**config.mk**
```make
export PLATFORM = sky130hd
export DESIGN_NAME = imem
export DESIGN_NICKNAME = d
export VERILOG_FILES = /design/src/rtl/imem_pkg.sv /design/src/rtl/imem_rom.sv /design/src/rtl/imem.sv
export SDC_FILE = /design/constraint.sdc
export NUM_CORES = 1
export LEC_CHECK = 0
export BUFFER_PORTS_ARGS = -buffer_cell sky130_fd_sc_hd__buf_2
export CAP_MARGIN = 20
export CORE_MARGIN = 5
export CORE_UTILIZATION = 47
export CTS_CLUSTER_DIAMETER = 120
export DETAILED_ROUTE_END_ITERATION = 12
export PLACE_DENSITY = 0.85
export SKIP_CTS_REPAIR_TIMING = 1
export SLEW_MARGIN = 0
export SYNTH_ARGS = -nofsm -noshare
export SYNTH_HDL_FRONTEND = slang
export SYNTH_HIERARCHICAL = 1
export SYNTH_SLANG_ARGS = --single-unit
```
**constraint.sdc**
```tcl
create_clock -name clk -period 4.65 [get_ports clk]
set_input_delay 0.465 -clock clk [delete_from_list [all_inputs] [get_ports clk]]
set_output_delay 0.465 -clock clk [all_outputs]
set_load 0.005 [all_outputs]
```
**src/rtl/imem_pkg.sv**
```systemverilog
// imem_pkg: shared constants for the instruction memory (base address, NOP, boot program).
package imem_pkg;
  localparam logic [31:0] IMEM_BASE_ADDR = 32'h0100_0000;
  localparam logic [31:0] IMEM_NOP       = 32'h0000_0013;
  localparam logic [31:0] IMEM_W0        = 32'h0010_0093;
  localparam logic [31:0] IMEM_W1        = 32'h0020_0113;
  localparam logic [31:0] IMEM_W2        = 32'h0020_80B3;
  localparam logic [31:0] IMEM_W3        = 32'hFFDF_F06F;
endpackage

```
**src/rtl/imem_rom.sv**
```systemverilog
// imem_rom: combinational word lookup; four-word boot loop followed by NOP fill.
module imem_rom
  import imem_pkg::*;
#(
  parameter int DEPTH_WORDS = 256,
  parameter int AW          = $clog2(DEPTH_WORDS)
) (
  input  logic [AW-1:0] i_idx,
  output logic [31:0]   o_word
);
  always_comb
    o_word = i_idx == AW'(0) ? IMEM_W0 :
             i_idx == AW'(1) ? IMEM_W1 :
             i_idx == AW'(2) ? IMEM_W2 :
             i_idx == AW'(3) ? IMEM_W3 : IMEM_NOP;
endmodule

```
**src/rtl/imem.sv**
```systemverilog
// imem: read-only instruction memory with one-cycle registered output.
// Define IMEM_RANGE_CHECK_EN to return NOP outside the window instead of wrapping.
module imem
  import imem_pkg::*;
#(
  parameter logic [31:0] BASE_ADDR   = IMEM_BASE_ADDR,
  parameter int          DEPTH_WORDS = 256
) (
  input  logic        clk,
  input  logic        rst,
  input  logic [31:0] addr,
  output logic [31:0] instr_out
);
  localparam int AW = $clog2(DEPTH_WORDS);
  logic [AW-1:0] w_idx;
  logic [31:0]   w_word;
  logic [31:0]   w_next;
  logic [31:0]   r_instr;
  assign w_idx = AW'((addr - BASE_ADDR) >> 2);
  imem_rom #(.DEPTH_WORDS(DEPTH_WORDS), .AW(AW)) u_rom (
    .i_idx  (w_idx),
    .o_word (w_word)
  );
`ifdef IMEM_RANGE_CHECK_EN
  // addr below BASE_ADDR wraps to a huge offset, so one unsigned compare covers both ends
  always_comb
    w_next = (addr - BASE_ADDR) >= 32'(4 * DEPTH_WORDS) ? IMEM_NOP : w_word;
`else
  always_comb
    w_next = w_word;
`endif
  always_ff @(posedge clk)
    if (rst) r_instr <= IMEM_W0;
    else     r_instr <= w_next;
  assign instr_out = r_instr;
endmodule

```
# --- After elaboration in Yosys (flattened, before gate mapping) ---
# Index checks and enable logic that the tools add are counted.
word_totals:
  output_inout_bits: 32
  word_cells: 14
  regBits: 32
  in_bits: 34
classes:
  n_eq_ne: 3
  addsub: 1
  mux: 3
  reduce_logical: 4
ops:
  columns: ["op", "count"]
  rows:
  - ["$mux W22", 2]
  - ["$mux W32", 1]
  - ["$eq A8 B2 Y1 const B", 2]
  - ["$sub A10 B1 Y10 const B", 1]
  - ["$eq A8 B1 Y1 const B", 1]
  - ["$logic_not A8 Y1", 1]
  - ["$reduce_or A4 Y1", 1]
  - ["$reduce_or A3 Y1", 1]
  - ["$reduce_or A2 Y1", 1]

# --- Depth between registers and ports, before layout ---
depth:
  depth_word: 5
  depth_mapped: 5
  depth_no_buf: 3

# --- By module ---
# Netlist, hierarchy kept.
modules_own_cells:
  columns: ["module", "area_each_um2", "n_inst", "cells_each", "seq_area_each_um2"]
  rows:
  - ["imem", 863.3, 1, 67, 640.6]
  - ["imem_rom", 276.5, 1, 39, 0.0]

# --- Worst setup path after synthesis ---
# Ideal clock, no wire load.
synth_timing:
  path_type: "input port to flip-flop"
  start: "input port addr[7]"
  end: "register r_instr[12] (netlist: instr_out[12])"
  path_slack_ns: 1.591
  cell_stages: 5
  required_ns: 4.585
  setup_ns: 0.065
  arrival_time_ns: 2.993
  path_buffers: 2
  cell_sequence: "or4_1 -> buf_2 -> nor4_1 -> buf_4 -> nor2b_1"
synth_via:
  elab_chain_cells: 3
  word_cells_on_any_way: 7
  cone_classes: "add/sub: 1; eq/ne: 3; mux: 1; reduce/logical: 2"
synth_rtl:
  columns: ["element", "line_no", "rtl"]
  rows:
  - ["start: declaration", "imem.sv:11", "input logic [31:0] addr,"]
  - ["$sub A10 B1 Y10 (*)", "imem.sv:19", "assign w_idx = AW'((addr - BASE_ADDR) >> 2);"]
  - ["$eq A8 B2 Y1, or another cell as far along", "imem_rom.sv:14", "i_idx == AW'(2) ? IMEM_W2 :"]
  - ["$reduce_or A4 Y1 (no line) or $mux W32 (tied branches)", null, null]
  - ["end signal: assignment", "imem.sv:34", "else r_instr <= w_next;"]
  - ["end: declaration", "imem.sv:18", "logic [31:0] r_instr;"]
# Mark *: on every way between the ends. The rest lies on a longest branch, timed or not.
# A chain may end at the register's enable or synchronous reset.

# --- Worst setup path after layout ---
layout_timing:
  start: "input port addr[7]"
  end: "register r_instr[4] (netlist: instr_out[4])"
# Same word-level chain as after synthesis.

==> flow_summary_export.csv <==
group,metric,value,unit
status,status,"finished clean",
route,wl_per_cell,10.16,um
sta,finalSetupViolations,0,
die,dieHeight,59.25,um
synth,syn_area,0.001140,sq mm
pwr,peakVddDrop,0.1930,mV
global_route,grt_pass1_vias,637,
clocking,clk_pin_slew,0.09,ns
global_route,track_usage,10.75,%
final_layout,area_growth,9.660,%
setup_path,cp.depth,4,
final_layout,final_cell_mix,"41 x buf_2, 32 x dfxtp_1, 26 x nor2b_1",
synth,synth-seq-cells,32,
route,drt_iter0_drc,5,
flow_run,maxCapViolCount,0,
setup_path,cp_max_fo,7,
global_route,overflow,0,
final_layout,diodes,0,
final_layout,finalNetCount,163,
synth,synth_seq_area_share,56.20,%
sta,drv_slew,0,
pwr,power.leakage,0.6024,nW
sta,setup_tns,0,ns
placement,port_buffers,41,
final_layout,largest_register_ffs,32,
setup_path,cp_cell_sequence,"buf_2, or4_1, or4_1, or2_1",
global_route,grt_max_degree,33,
clocking,tritoncts,"done",
die,coreArea,0.002255,sq mm
clocking,h-tree-depth,2,
route,ant_nets,0,
route,vias,675,
setup_path,critPathBufInv,1,
setup_path,cpMostUsedCell,"or4_1",
die,rows,17,
synth,avgSynthCellArea,10.75,sq um
clocking,root_buffer,"clkbuf_4",
route,wirelength,1606,um
die,die_width,59.25,um
synth,synth_warnings,6,
sta,period_needed,1.704,ns
final_layout,drive_above_1_share,37.69,%
die,initial_core_util,50.55,%
global_route,antenna_found_initial,0,
worst_hold_path,hp-start,"addr[8]",
die,boundaryPins,66,
synth,post_synth_num_cell_types,14,
setup_path,max_stage_delay,0.65,ns
global_route,grt_pass1_wl,2656,um
clocking,cts_buffers,5,
setup_path,cp.arrival,1.91,ns
synth,netlist_instances,106,
sta,hold_viol_final,0,
route,vias_per_cell,4.272,
clocking,cts.sinks,32,
sta,period_share,36.65,%
route,drc,0,
setup_path,critPathLaunchType,"input pin",
setup_path,end_kind,"register",
setup_path,critical_path_class,"in -> reg",
setup_path,required,4.86,ns
final_layout,final_common_cell,"buf_2",
setup_path,critPathTopFamily,"simple AND/OR/NAND/NOR gates",
setup_path,crit_path_start,"addr[7]",
pwr,power.total,449.9,uW
pwr,cellPowerDensity,359.9,mW/mm^2
sta,rsz0062_at_grt,"no",
worst_hold_path,hold_path_class,"in -> reg",
sta,fmax,586.8,MHz
die,die_area,0.003510,sq mm
placement,finalWeightedCongestion,0.6518,
clocking,clockBufferDepth,2,
worst_hold_path,whs_path_depth,3,
placement,hpwl,1220,um
route,firstDrtPassIters,2,
setup_path,cpMaxStageDelayCell,"or4_1",
routing by layer:
| layer | part of all wire (%) | track usage, % | wire length, um |
|---|---|---|---|
| met1 | 33 | 9.574 | 536 |
| met3 | 13 | 6.100 | 202 |
| met4 | 2.7 | 8.738 | 44 |
| met2 | 51 | 17.47 | 822 |
| met5 | 0 | 0 | 0 |
worst min-delay path, cell delays in order:
cell and delay [ns]:
buf_2 0.14, nor4_1 0.06, nor2b_1 0.11
kinds of logic (layout without fill, tap and decap cells):
group	after synthesis	after routing	synth area share, %
AND/OR/NAND/NOR	42	42	23.60
flip-flops	32	32	56.20
buffers and inverters	29	50	18.77
other	2	5	0.6589
XOR/XNOR	1	1	0.7685
synthesized netlist by cell type:
cell | count | share of area [%]
xor2_1 | 1 | 0.77
nor4b_1 | 2 | 1.5
buf_6 | 1 | 0.99
and2b_1 | 1 | 0.66
or2_1 | 5 | 2.7
dfxtp_1 | 32 | 56
nand2b_1 | 1 | 0.55
buf_2 | 3 | 1.3
nor4_1 | 4 | 2.2
nor2b_1 | 26 | 14
or4_1 | 2 | 1.3
conb_1 | 2 | 0.66
buf_4 | 25 | 16
nand2_1 | 1 | 0.33
final cells by class:
type / count / area (sq um)
tap: 28 / 35.03
fill: 225 / 1005
clock buffer: 8 / 58.81
sequential: 32 / 640.6
multi-input combinational: 48 / 302.8
timing repair buffer: 42 / 212.7
per-stage QoR:
| step | area [sq um] | util, % | hold WS, ns | std cells | setup slack, ns |
|---|---|---|---|---|---|
| final | 1250 | 55.44 | 0.5104 | 158 | 2.946 |
| after global routing | 1250 | 55.44 | 0.5012 | 158 | 2.879 |
| after CTS | 1242 | 55.11 | 0.4951 | 157 | 2.543 |
| after detailed placement | 1184 | 52.50 | 0.8429 | 149 | 2.205 |
| after global placement | 1184 | 52.50 | 0.8351 | 149 | 2.267 |
| after floorplan | 1151 | - | 0.5366 | 109 | 1.591 |
final timing paths:
kind,endpoint,slack (ns)
setup / recovery,instr_out[4]$_SDFF_PP1_,2.95
hold / removal,instr_out[8]$_SDFF_PP0_,0.51
power by group:
| part | switching [mW] | leakage, nW | total [mW] | internal (mW) |
|---|---|---|---|---|
| Combinational | 0.0104 | 0.310 | 0.0186 | 0.00827 |
| Clock | 0.0786 | 0.0326 | 0.153 | 0.0745 |
| Sequential | 0.000689 | 0.260 | 0.278 | 0.277 |
Power figures use the tool's default switching activity.
